--- src/rtl/uart_pkg.sv ---
// rtl/uart_pkg.sv - shared state encoding and error codes for the UART command parser
package uart_pkg;

  // Frame assembly phases: wait for header, then CMD, LEN, payload bytes, checksum
  typedef enum logic [2:0] {
    S_HEAD,
    S_CMD,
    S_LEN,
    S_DATA,
    S_SUM
  } state_t;

  localparam logic [1:0] ERR_SUM    = 2'd1;
  localparam logic [1:0] ERR_LEN    = 2'd2;
  localparam logic [1:0] ERR_TMO    = 2'd3;

  localparam logic [7:0] DEF_HEADER = 8'hAA;

endpackage

--- src/rtl/uart_idle_timer.sv ---
// rtl/uart_idle_timer.sv - inter-byte idle counter with single-cycle expiry pulse
module uart_idle_timer #(
  parameter int unsigned CYCLES = 50000
) (
  input  logic clk,
  input  logic rst,
  input  logic clear,
  input  logic run,
  output logic expire
);

  localparam logic [31:0] LAST = 32'(CYCLES - 1);

  logic [31:0] cnt;

  // A clear in the expiry cycle wins, so a byte arriving right at the limit is not lost
  assign expire = run & ~clear & (cnt == LAST);

  // Count idle cycles while running; restart on clear, stop, or expiry
  always_ff @(posedge clk or posedge rst) begin
    if (rst) begin
      cnt <= '0;
    end else if (clear || !run || expire) begin
      cnt <= '0;
    end else begin
      cnt <= cnt + 32'd1;
    end
  end

endmodule

--- src/rtl/uart_cmd_parser.sv ---
// rtl/uart_cmd_parser.sv - framed command parser (HEADER CMD LEN PAYLOAD SUM); optional UART_CMD_TIMEOUT_EN idle timeout
module uart_cmd_parser
  import uart_pkg::*;
#(
  parameter int         CLK_FRE    = 50,
  parameter int         MAX_LEN    = 8,
  parameter logic [7:0] HEADER     = DEF_HEADER,
  parameter int         TIMEOUT_US = 1000
) (
  input  logic                   clk,
  input  logic                   rst,
  input  logic                   recv_en,
  input  logic [7:0]             recv_data,
  output logic                   cmd_valid,
  output logic [7:0]             cmd_code,
  output logic [3:0]             cmd_len,
  output logic [8*MAX_LEN-1:0]   cmd_payload,
  output logic                   err_valid,
  output logic [1:0]             err_code,
  output logic                   busy
);

  localparam logic [7:0]  MAX_LEN_B  = 8'(MAX_LEN);
  localparam int unsigned TMO_CYCLES = CLK_FRE * TIMEOUT_US;

  state_t      state;
  state_t      state_nx;
  logic        recv_en_d;
  logic        byte_stb;
  logic [3:0]  idx;
  logic [3:0]  len_sh;
  logic [7:0]  code_sh;
  logic [7:0]  sum;
  logic [7:0]  pay_sh [MAX_LEN];
  logic        tmo_expire;
  logic        frame_ok;
  logic        err_fire;
  logic [1:0]  err_kind;

  // Remember the previous recv_en level so a long-held level yields one byte
  always_ff @(posedge clk or posedge rst) begin
    if (rst) begin
      recv_en_d <= 1'b0;
    end else begin
      recv_en_d <= recv_en;
    end
  end

  assign byte_stb = recv_en & ~recv_en_d;
  assign busy     = (state != S_HEAD);

`ifdef UART_CMD_TIMEOUT_EN
  uart_idle_timer #(
    .CYCLES (TMO_CYCLES)
  ) u_idle_timer (
    .clk    (clk),
    .rst    (rst),
    .clear  (byte_stb),
    .run    (busy),
    .expire (tmo_expire)
  );
  logic unused_cfg;
  assign unused_cfg = 1'b0;
`else
  assign tmo_expire = 1'b0;
  logic unused_cfg;
  assign unused_cfg = ^TMO_CYCLES;
`endif

  // State register
  always_ff @(posedge clk or posedge rst) begin
    if (rst) begin
      state <= S_HEAD;
    end else begin
      state <= state_nx;
    end
  end

  // Next-state selection; an idle timeout only applies when no byte arrives that cycle
  always_comb begin
    state_nx = state;
    if (byte_stb) begin
      case (state)
        S_HEAD: if (recv_data == HEADER) state_nx = S_CMD;
        S_CMD:  state_nx = S_LEN;
        S_LEN: begin
          if (recv_data > MAX_LEN_B)   state_nx = S_HEAD;
          else if (recv_data == 8'd0)  state_nx = S_SUM;
          else                         state_nx = S_DATA;
        end
        S_DATA: if (idx == 4'(len_sh - 4'd1)) state_nx = S_SUM;
        S_SUM:  state_nx = S_HEAD;
        default: state_nx = S_HEAD;
      endcase
    end else if (tmo_expire) begin
      state_nx = S_HEAD;
    end
  end

  // Frame outcome for this cycle: accepted frame, or rejection with its cause
  always_comb begin
    frame_ok = 1'b0;
    err_fire = 1'b0;
    err_kind = ERR_SUM;
    if (byte_stb && state == S_SUM) begin
      if (recv_data == sum) begin
        frame_ok = 1'b1;
      end else begin
        err_fire = 1'b1;
        err_kind = ERR_SUM;
      end
    end else if (byte_stb && state == S_LEN && recv_data > MAX_LEN_B) begin
      err_fire = 1'b1;
      err_kind = ERR_LEN;
    end else if (tmo_expire) begin
      err_fire = 1'b1;
      err_kind = ERR_TMO;
    end
  end

  // Frame shadow registers, running checksum, and registered result outputs
  always_ff @(posedge clk or posedge rst) begin
    if (rst) begin
      idx         <= '0;
      len_sh      <= '0;
      code_sh     <= '0;
      sum         <= '0;
      pay_sh      <= '{default: '0};
      cmd_valid   <= 1'b0;
      cmd_code    <= '0;
      cmd_len     <= '0;
      cmd_payload <= '0;
      err_valid   <= 1'b0;
      err_code    <= '0;
    end else begin
      cmd_valid <= frame_ok;
      err_valid <= err_fire;
      if (err_fire) begin
        err_code <= err_kind;
      end
      if (frame_ok) begin
        cmd_code <= code_sh;
        cmd_len  <= len_sh;
        for (int i = 0; i < MAX_LEN; i++) begin
          cmd_payload[8*i +: 8] <= pay_sh[i];
        end
      end
      if (byte_stb) begin
        case (state)
          S_HEAD: begin
            if (recv_data == HEADER) begin
              sum    <= '0;
              idx    <= '0;
              len_sh <= '0;
              pay_sh <= '{default: '0};
            end
          end
          S_CMD: begin
            code_sh <= recv_data;
            sum     <= recv_data;
          end
          S_LEN: begin
            if (recv_data <= MAX_LEN_B) begin
              len_sh <= recv_data[3:0];
              sum    <= sum + recv_data;
            end
          end
          S_DATA: begin
            for (int i = 0; i < MAX_LEN; i++) begin
              if (idx == 4'(i)) pay_sh[i] <= recv_data;
            end
            sum <= sum + recv_data;
            idx <= idx + 4'd1;
          end
          default: ;
        endcase
      end
    end
  end

endmodule

--- config.mk ---
export PLATFORM = sky130hd
export DESIGN_NAME = uart_cmd_parser
export DESIGN_NICKNAME = d
export VERILOG_FILES = /design/src/rtl/uart_pkg.sv /design/src/rtl/uart_idle_timer.sv /design/src/rtl/uart_cmd_parser.sv
export SDC_FILE = /design/constraint.sdc
export NUM_CORES = 1
export LEC_CHECK = 0
export ABC_AREA = 1
export CAP_MARGIN = 10
export CORE_MARGIN = 5
export CORE_UTILIZATION = 40
export CTS_CLUSTER_DIAMETER = 100
export DETAILED_ROUTE_END_ITERATION = 7
export SETUP_SLACK_MARGIN = 0.2
export SLEW_MARGIN = 5
export SYNTH_ARGS = -nofsm -noshare
export SYNTH_HDL_FRONTEND = slang
export SYNTH_HIERARCHICAL = 1
export SYNTH_SLANG_ARGS = --single-unit
--- constraint.sdc ---
create_clock -name clk -period 7.8 [get_ports clk]
set_input_delay 1.56 -clock clk [delete_from_list [all_inputs] [get_ports clk]]
set_output_delay 1.56 -clock clk [all_outputs]
set_load 0.02 [all_outputs]
==> results of run 1 <==
## Yosys cell counts, drive strengths merged
library cell | count | share of area [%]
xor2 | 2 | 0.24
buf | 13 | 0.94
nor4 | 2 | 0.17
ha | 12 | 2.1
nor3 | 2 | 0.21
nor2 | 23 | 1.3
a21oi | 7 | 0.54
nand2 | 411 | 21
dfrtp | 172 | 60
inv | 48 | 2.5
xnor2 | 2 | 0.24
o21ai | 99 | 6.9
nand3 | 29 | 2.1
nand4 | 4 | 0.35
or2 | 1 | 0.087
clkbuf | 15 | 0.78
fa | 1 | 0.28
and2 | 1 | 0.087
nand3b | 1 | 0.10
o22ai | 1 | 0.087
## worst min-delay path, delay by kind of cell (launching register included)
family           cells  cell delay, ns
DFF                  1            0.34
and+or+nand+nor      2            0.10
## how the worst max path moves through the flow
stage	startpoint	end	slack, ns	cells past startpoint
after global routing	recv_data[1]	pay_sh[41]$_DFFE_PP0P_	3.76	7
after global placement	recv_data[3]	cmd_payload[48]$_DFFE_PP0P_	3.57	8
final	recv_data[3]	pay_sh[48]$_DFFE_PP0P_	3.97	8
after CTS	recv_data[3]	cmd_payload[48]$_DFFE_PP0P_	4.03	8
after detailed placement	recv_data[3]	cmd_payload[48]$_DFFE_PP0P_	3.59	8
after floorplan	rst	cmd_code[0]$_DFFE_PP0P_	1.58	1
## through the flow
step,hold WS [ns],utilization (%),cells,instance area [um^2]
floorplan,0.4422,-,846,7213
CTS,0.4694,49.96,1174,8914
global route,0.4849,49.96,1174,8914
finish,0.4611,49.96,1174,8914
global placement,0.4509,46.67,1142,8327
detailed placement,0.4556,46.67,1142,8327
## registers in the layout, indices dropped and copies added, names as in the netlist
name	cells
cmd_len	4
cmd_valid	1
len_sh	4
cmd_payload	64
err_valid	1
err_code	2
code_sh	8
sum	8
state	3
cmd_code	8
pay_sh	64
idx	4
recv_en_d	1
## layout by cell type (no fill, tap or decap)
| cell type | Yosys | routed |
|---|---|---|
| sky130_fd_sc_hd__bufinv_16 | 0 | 2 |
| sky130_fd_sc_hd__nand3b_1 | 1 | 1 |
| sky130_fd_sc_hd__nor2_2 | 2 | 2 |
| sky130_fd_sc_hd__buf_4 | 1 | 4 |
| sky130_fd_sc_hd__fa_1 | 1 | 1 |
| sky130_fd_sc_hd__inv_1 | 45 | 44 |
| sky130_fd_sc_hd__clkbuf_16 | 0 | 17 |
| sky130_fd_sc_hd__nand4_1 | 4 | 4 |
| sky130_fd_sc_hd__and2_1 | 1 | 1 |
| sky130_fd_sc_hd__o21ai_0 | 98 | 98 |
| sky130_fd_sc_hd__inv_8 | 0 | 2 |
| sky130_fd_sc_hd__nor2_1 | 21 | 21 |
| sky130_fd_sc_hd__nor4_1 | 2 | 2 |
| sky130_fd_sc_hd__nand3_2 | 1 | 2 |
| sky130_fd_sc_hd__xor2_1 | 2 | 2 |
| sky130_fd_sc_hd__ha_1 | 12 | 12 |
| sky130_fd_sc_hd__dfrtp_1 | 172 | 172 |
| sky130_fd_sc_hd__a21oi_2 | 1 | 1 |
| sky130_fd_sc_hd__nand2_1 | 410 | 410 |
| sky130_fd_sc_hd__clkbuf_1 | 15 | 2 |
| sky130_fd_sc_hd__o22ai_1 | 1 | 1 |
| sky130_fd_sc_hd__xnor2_1 | 2 | 2 |
| sky130_fd_sc_hd__clkinv_2 | 0 | 1 |
| sky130_fd_sc_hd__inv_6 | 0 | 5 |
| sky130_fd_sc_hd__a21oi_1 | 6 | 6 |
| sky130_fd_sc_hd__clkinv_4 | 0 | 1 |
| sky130_fd_sc_hd__o21ai_1 | 1 | 1 |
| sky130_fd_sc_hd__nor3_2 | 1 | 1 |
| sky130_fd_sc_hd__nand3_1 | 28 | 27 |
| sky130_fd_sc_hd__clkinvlp_4 | 0 | 3 |
| sky130_fd_sc_hd__inv_2 | 3 | 3 |
| sky130_fd_sc_hd__or2_2 | 1 | 1 |
| sky130_fd_sc_hd__clkdlybuf4s50_1 | 0 | 91 |
| sky130_fd_sc_hd__nand2_2 | 1 | 1 |
| sky130_fd_sc_hd__nor3_1 | 1 | 1 |
## kinds of logic (layout without fill, tap and decap cells)
group | count (synthesis) | in the layout | synth area share, %
simple gates | 474 | 474 | 25.78
flops | 172 | 172 | 59.67
compound gates | 107 | 107 | 7.494
buf+inv | 76 | 175 | 4.215
fa+ha+maj | 13 | 13 | 2.359
xor+xnor | 4 | 4 | 0.4858
## power breakdown
part | internal (mW) | switching (mW)
combinational | 0.192 | 0.379
clock | 0.480 | 0.367
sequential | 1.03 | 0.101
total | 1.71 | 0.846
## cell type report
type                       instances  area, um^2  area share, %
sequential                       172        4304          48.29
multi-input combinational        598        2610          29.28
timing repair buffer              95       940.9          10.56
clock buffer                      19       432.9          4.857
tap                              229       286.5          3.214
inverter                          48       185.2          2.077
clock inverter                    13       153.9          1.727
## layer usage
layer / GRT usage (%) / vias to the layer above
li1: - / 2855
met1: 25.52 / 2675
met2: 27.36 / 125
met3: 4.067 / 23
met4: 6.529 / 0
met5: 0 / -
==> metrics.txt, run 1 <==
# TYPE chip_impl_metric gauge
chip_impl_info{name="outcome",value="finished clean"} 1
chip_impl_metric{name="power.static_leakage",unit="nW"} 4.462
chip_impl_metric{name="mappedNetlistNets",unit=""} 870
chip_impl_metric{name="grt_first_pass_wirelength",unit="um"} 29120
chip_impl_metric{name="postCtsSetupRepairBufs",unit=""} 0
chip_impl_metric{name="post_route_cells_drive_above_1_share",unit="%"} 4.868
chip_impl_metric{name="tns",unit="ns"} 0
chip_impl_info{name="crit_family",value="simple AND/OR/NAND/NOR gates"} 1
chip_impl_metric{name="clkSlewWorstSetupHoldPaths",unit="ns"} 0.07
chip_impl_metric{name="ys_ff_latch",unit=""} 172
chip_impl_metric{name="worst_skew_pair.late_latency",unit="ns"} 0.43
chip_impl_metric{name="grt_start_max_net_pins",unit=""} 108
chip_impl_info{name="critical_path_class",value="in -> reg"} 1
chip_impl_metric{name="core",unit="um^2"} 17840
chip_impl_metric{name="postSynthAreaPerCell",unit="um^2"} 8.526
chip_impl_metric{name="worst_path_largest_cell_delay",unit="ns"} 0.66
chip_impl_metric{name="detail_route.wirelength",unit="um"} 17660
chip_impl_info{name="cp_cell_sequence",value="clkdlybuf4s50_1, nand2_1, nor2_1, nand2_1, a21oi_2, nand3_1, nand2_1, o21ai_0"} 1
chip_impl_metric{name="antenna_found_initial",unit=""} 0
chip_impl_info{name="hold_critical_path_endpoint",value="cmd_payload[44]$_DFFE_PP0P_"} 1
chip_impl_info{name="min-delay-path-class",value="reg -> reg"} 1
chip_impl_metric{name="minimum_clock_period",unit="ns"} 3.834
chip_impl_metric{name="worstHoldPathCells",unit=""} 2
chip_impl_metric{name="fin_nets",unit=""} 956
chip_impl_metric{name="timing_hold_violations_final",unit=""} 0
chip_impl_metric{name="die_x",unit="um"} 144.3
chip_impl_metric{name="worstRegToRegCells",unit=""} 6
chip_impl_info{name="critical_path.startpoint_type",value="input pin"} 1
chip_impl_metric{name="cts_max_path_buffers",unit=""} 2
chip_impl_info{name="rsz0062_at_grt",value="false"} 1
chip_impl_info{name="top_signal_layer_used",value="met4"} 1
chip_impl_info{name="clockRootBuffer",value="sky130_fd_sc_hd__clkbuf_16"} 1
chip_impl_metric{name="chipHeight",unit="um"} 144.3
chip_impl_info{name="cts_tree",value="yes"} 1
chip_impl_metric{name="drt-vias-per-instance",unit=""} 4.836
chip_impl_metric{name="design.portCount",unit=""} 92
chip_impl_metric{name="final.fill_count",unit=""} 1725
chip_impl_metric{name="area_growth",unit="%"} 23.57
chip_impl_metric{name="drc",unit=""} 0
chip_impl_metric{name="placementRows",unit=""} 49
chip_impl_metric{name="cp_data_required_time",unit="ns"} 8.08
chip_impl_metric{name="cap_violations",unit=""} 0
chip_impl_metric{name="timing.critical_path.fanout_max",unit=""} 17
chip_impl_metric{name="power.density_cell_area",unit="nW/um^2"} 286.4
chip_impl_metric{name="clock_sink_count",unit=""} 172
chip_impl_info{name="setup.worst_path.end_class",value="register"} 1
chip_impl_info{name="timing.critical_path.slowest_stage_cell",value="sky130_fd_sc_hd__nand3_1"} 1
chip_impl_metric{name="globalplace.congestion",unit=""} 0.8951
chip_impl_metric{name="insertedDiodeCount",unit=""} 0
chip_impl_metric{name="setup_viol",unit=""} 0
chip_impl_metric{name="critical_path_buffer_and_inverter_count",unit=""} 1
chip_impl_metric{name="fin_skew",unit="ns"} 0.009941
chip_impl_info{name="regToRegStartpoint",value="recv_en_d$_DFF_PP0_"} 1
chip_impl_metric{name="total_power",unit="mW"} 2.553
chip_impl_metric{name="dp_slack",unit="ns"} 3.594
chip_impl_metric{name="synth_sequential_area_ratio",unit="%"} 59.67
chip_impl_metric{name="netlist_area_pre_place",unit="um^2"} 7213
chip_impl_metric{name="number_of_global_route_vias_before_repair",unit=""} 5407
chip_impl_metric{name="worst-endpoint-arrival",unit="ns"} 4.12
chip_impl_metric{name="fmaxAchievable",unit="MHz"} 260.8
chip_impl_metric{name="initialDrtViolationCount",unit=""} 361
chip_impl_metric{name="wire_length_on_met1",unit="um"} 8380
chip_impl_metric{name="ys.warnings.count",unit=""} 6
chip_impl_metric{name="worst_pin_slew",unit="ns"} 0.9657
chip_impl_metric{name="drt_pre_antenna_iters",unit=""} 5
chip_impl_metric{name="met3RoutedLength",unit="um"} 836
chip_impl_metric{name="report.final.slew_viol_count",unit=""} 0
chip_impl_metric{name="groute.usage.overall",unit="%"} 18.03
chip_impl_metric{name="fp.dieArea",unit="um^2"} 20820
chip_impl_info{name="cpMostUsedCell",value="sky130_fd_sc_hd__nand2_1"} 1
chip_impl_metric{name="cts_made_buffers",unit=""} 17
chip_impl_metric{name="finalCritPeriodShare",unit="%"} 49.15
chip_impl_metric{name="timing.reg2reg.setup_slack",unit="ns"} 5.33
chip_impl_metric{name="global_route.overflow_total",unit=""} 0
chip_impl_metric{name="setup_slack",unit="ns"} 3.966
chip_impl_metric{name="post_drt_wl_per_cell",unit="um"} 15.04
chip_impl_metric{name="cts-resized-gates",unit=""} 0
chip_impl_metric{name="vdd_drop_max",unit="V"} 0.0001686
chip_impl_metric{name="timing.max_slew.rel_slack",unit="%"} 35.62
chip_impl_metric{name="htreeDepth",unit=""} 4
chip_impl_info{name="r2r_end",value="pay_sh[48]$_DFFE_PP0P_"} 1
chip_impl_metric{name="via_count",unit=""} 5678
chip_impl_metric{name="yosys.cell_types.count",unit=""} 28
chip_impl_metric{name="met2WireLength",unit="um"} 7990
chip_impl_metric{name="dp.final_hpwl",unit="um"} 11390
chip_impl_info{name="hp-start",value="pay_sh[20]$_DFFE_PP0P_"} 1
chip_impl_metric{name="netlist_instances",unit=""} 846
chip_impl_metric{name="initial_utilization",unit="%"} 40.43
chip_impl_metric{name="port_buffers",unit=""} 91
chip_impl_metric{name="postRouteAntennaNets",unit=""} 0
chip_impl_metric{name="cts.hold.buffers_added",unit=""} 0
Power figures use the tool's default switching activity.
==> inputs of run 2 (changes only) <==
==> constraint.sdc (replaced) <==
create_clock -name clk -period 3.25 [get_ports clk]
set_input_delay 0.65 -clock clk [delete_from_list [all_inputs] [get_ports clk]]
set_output_delay 0.65 -clock clk [all_outputs]
set_load 0.02 [all_outputs]
==> run 2 against run 1 <==
Sequential share of layout area down 0.54 points. Via count up 0.37%. Wire length about the same. Count of clock-buffer cells in the layout unchanged. Critical path depth down 5. Core utilization up 0.57 points. Sequential power up 140%. First-iteration DRC count down 13%. Combinational power up 140%. Sequential cell count unchanged. Total power up 140%. Largest cell class unchanged. Highest routed layer unchanged.
==> metrics.txt, run 2 (synthesis gave the netlist of run 1 again) <==
# TYPE chip_impl_metric gauge
chip_impl_metric{name="cts_made_buffers",unit=""} 17
chip_impl_metric{name="vdd_drop_max",unit="V"} 0.0004281
chip_impl_metric{name="sw_frac_of_total",unit="%"} 32.30
chip_impl_metric{name="power.density_cell_area",unit="nW/um^2"} 687.3
chip_impl_info{name="hold_critical_path_endpoint",value="cmd_payload[24]$_DFFE_PP0P_"} 1
chip_impl_metric{name="cts.hold.buffers_added",unit=""} 0
chip_impl_metric{name="pwr-share-clk",unit="%"} 33.7
chip_impl_metric{name="clock_sink_count",unit=""} 172
chip_impl_metric{name="grt_first_pass_wirelength",unit="um"} 28360
chip_impl_info{name="cp_cell_sequence",value="nor3_2, inv_1, clkdlybuf4s50_1"} 1
chip_impl_metric{name="placementRows",unit=""} 49
chip_impl_info{name="cts_tree",value="yes"} 1
chip_impl_metric{name="via_count",unit=""} 5699
chip_impl_metric{name="worst_pin_slew",unit="ns"} 0.6124
chip_impl_info{name="layout_top_registers",value="cmd_payload (64), pay_sh (64)"} 1
chip_impl_metric{name="power.static_leakage",unit="nW"} 4.512
chip_impl_metric{name="final.fill_count",unit=""} 1708
chip_impl_metric{name="global_route.overflow_total",unit=""} 0
chip_impl_info{name="critical_path.startpoint_type",value="register"} 1
chip_impl_metric{name="post_route_cells_drive_above_1_share",unit="%"} 5.573
chip_impl_info{name="hp-start",value="pay_sh[32]$_DFFE_PP0P_"} 1
chip_impl_info{name="timing.critical_path.slowest_stage_cell",value="sky130_fd_sc_hd__clkdlybuf4s50_1"} 1
chip_impl_metric{name="cp_data_required_time",unit="ns"} 2.60
chip_impl_metric{name="port_buffers",unit=""} 91
chip_impl_metric{name="die_x",unit="um"} 144.3
chip_impl_metric{name="setup_viol",unit=""} 0
chip_impl_metric{name="report.final.slew_viol_count",unit=""} 0
chip_impl_metric{name="globalplace.congestion",unit=""} 0.8808
chip_impl_metric{name="postRouteAntennaNets",unit=""} 0
chip_impl_info{name="clockRootBuffer",value="sky130_fd_sc_hd__clkbuf_16"} 1
chip_impl_metric{name="grt_start_max_net_pins",unit=""} 103
chip_impl_metric{name="antenna_found_initial",unit=""} 0
chip_impl_info{name="most-common-layout-cells",value="sky130_fd_sc_hd__nand2_1, sky130_fd_sc_hd__dfrtp_1, sky130_fd_sc_hd__o21ai_0"} 1
chip_impl_metric{name="fin_nets",unit=""} 962
chip_impl_info{name="critical_path_class",value="reg -> out"} 1
chip_impl_metric{name="p_int",unit="mW"} 4.195
chip_impl_metric{name="fmaxAchievable",unit="MHz"} 387.1
chip_impl_metric{name="worst-endpoint-arrival",unit="ns"} 1.93
chip_impl_metric{name="tns",unit="ns"} 0
chip_impl_metric{name="detail_route.wirelength",unit="um"} 17640
chip_impl_metric{name="postCtsSetupRepairBufs",unit=""} 0
chip_impl_metric{name="fp.dieArea",unit="um^2"} 20820
chip_impl_metric{name="drt_pre_antenna_iters",unit=""} 5
chip_impl_metric{name="minimum_clock_period",unit="ns"} 2.584
chip_impl_metric{name="clkSlewWorstSetupHoldPaths",unit="ns"} 0.07
chip_impl_metric{name="area_growth",unit="%"} 24.98
chip_impl_info{name="regToRegStartpoint",value="state[1]$_DFFE_PP0P_"} 1
chip_impl_metric{name="dp.final_hpwl",unit="um"} 11570
chip_impl_metric{name="critical_path_buffer_and_inverter_count",unit=""} 2
chip_impl_metric{name="cts_max_path_buffers",unit=""} 2
chip_impl_info{name="crit_family",value="buffers and inverters"} 1
chip_impl_metric{name="timing.max_slew.rel_slack",unit="%"} 59.07
chip_impl_metric{name="core",unit="um^2"} 17840
chip_impl_metric{name="cts-resized-gates",unit=""} 0
chip_impl_metric{name="power_frac_seq",unit="%"} 43.9
chip_impl_metric{name="groute.usage.overall",unit="%"} 17.59
chip_impl_metric{name="timing.critical_path.fanout_max",unit=""} 7
chip_impl_metric{name="insertedDiodeCount",unit=""} 0
chip_impl_info{name="setup.worst_path.end_class",value="primary output"} 1
chip_impl_metric{name="total_power",unit="mW"} 6.196
chip_impl_metric{name="initialDrtViolationCount",unit=""} 314
chip_impl_info{name="min-delay-path-class",value="reg -> reg"} 1
chip_impl_metric{name="worstHoldPathCells",unit=""} 2
chip_impl_metric{name="post_drt_wl_per_cell",unit="um"} 14.95
chip_impl_metric{name="chipHeight",unit="um"} 144.3
chip_impl_info{name="rsz0062_at_grt",value="false"} 1
chip_impl_metric{name="worst_skew_pair.late_latency",unit="ns"} 0.42
chip_impl_metric{name="drt-vias-per-instance",unit=""} 4.830
chip_impl_metric{name="htreeDepth",unit=""} 4
chip_impl_metric{name="timing.reg2reg.setup_slack",unit="ns"} 1.06
chip_impl_metric{name="drc",unit=""} 0
chip_impl_metric{name="switchingPower",unit="mW"} 2.001
chip_impl_info{name="r2r_end",value="sum[7]$_DFFE_PP0P_"} 1
chip_impl_metric{name="fin_skew",unit="ns"} 0.01310
chip_impl_metric{name="cap_violations",unit=""} 0
chip_impl_metric{name="design.portCount",unit=""} 92
chip_impl_metric{name="worst_path_largest_cell_delay",unit="ns"} 0.56
chip_impl_metric{name="initial_utilization",unit="%"} 40.43
chip_impl_metric{name="power_frac_comb",unit="%"} 22.4
chip_impl_info{name="outcome",value="finished clean"} 1
chip_impl_metric{name="timing_hold_violations_final",unit=""} 0
chip_impl_metric{name="worstRegToRegCells",unit=""} 9
chip_impl_metric{name="finalCritPeriodShare",unit="%"} 79.50
chip_impl_metric{name="number_of_global_route_vias_before_repair",unit=""} 5405
chip_impl_info{name="layout.cells.most_common",value="sky130_fd_sc_hd__nand2_1"} 1
==> run 2: worst max path at each step <==
stage,startpoint,cells after the start,to
after global routing,recv_data[2],9,pay_sh[60]$_DFFE_PP0P_
after CTS,state[0]$_DFFE_PP0P_,3,busy
after detailed placement,recv_data[2],9,pay_sh[56]$_DFFE_PP0P_
after global placement,recv_data[0],10,pay_sh[60]$_DFFE_PP0P_
after floorplan,rst,1,cmd_code[0]$_DFFE_PP0P_
final,state[0]$_DFFE_PP0P_,3,busy
==> run 2: layout make-up <==
| cell class | count | area (um^2) | area share [%] |
|---|---|---|---|
| timing repair buffer | 101 | 1023 | 11.35 |
| clock inverter | 13 | 163.9 | 1.818 |
| inverter | 48 | 183.9 | 2.040 |
| multi-input combinational | 598 | 2610 | 28.95 |
| sequential | 172 | 4304 | 47.74 |
| clock buffer | 19 | 442.9 | 4.913 |
| tap | 229 | 286.5 | 3.178 |
==> run 2: per-stage QoR <==
step / setup slack [ns] / hold WS [ns] / instance area, um^2 / utilization [%] / std cells
2_1_floorplan: 0.4033 / 0.4422 / 7217 / - / 846
3_3_place_gp: 0.3277 / 0.4496 / 8408 / 47.13 / 1148
3_5_place_dp: 0.3064 / 0.4536 / 8408 / 47.13 / 1148
4_1_cts: 0.6474 / 0.4687 / 9015 / 50.53 / 1180
5_1_grt: 0.5320 / 0.4880 / 9015 / 50.53 / 1180
6_report: 0.6664 / 0.4658 / 9015 / 50.53 / 1180
==> run 2: routing by layer <==
metal	vias to the layer above	track usage, %	share of wire [%]
li1	2856	-	-
met1	2697	25.46	49
met2	129	26.43	45
met3	17	3.671	4.9
met4	0	6.038	1.8
met5	-	0	0
==> run 2: power by group through the flow <==
| stage | Combinational (mW) | Sequential, mW | Clock, mW |
|---|---|---|---|
| 2_1_floorplan | 0.999 | 2.71 | 0 |
| 3_3_place_gp | 1.37 | 2.75 | 0 |
| 3_5_place_dp | 1.39 | 2.75 | 0 |
| 4_1_cts | 1.40 | 2.72 | 2.14 |
| 5_1_grt | 1.60 | 2.77 | 2.22 |
| 6_report | 1.39 | 2.72 | 2.09 |
==> run 2: worst reg2reg max path, delay by kind of cell (launching register included) <==
kind / cells / cell delay [ns]
and+or+nand+nor: 5 / 1.06
DFF: 1 / 0.46
buffers and inverters: 3 / 0.43
AOI/OAI and AO/OA: 1 / 0.14
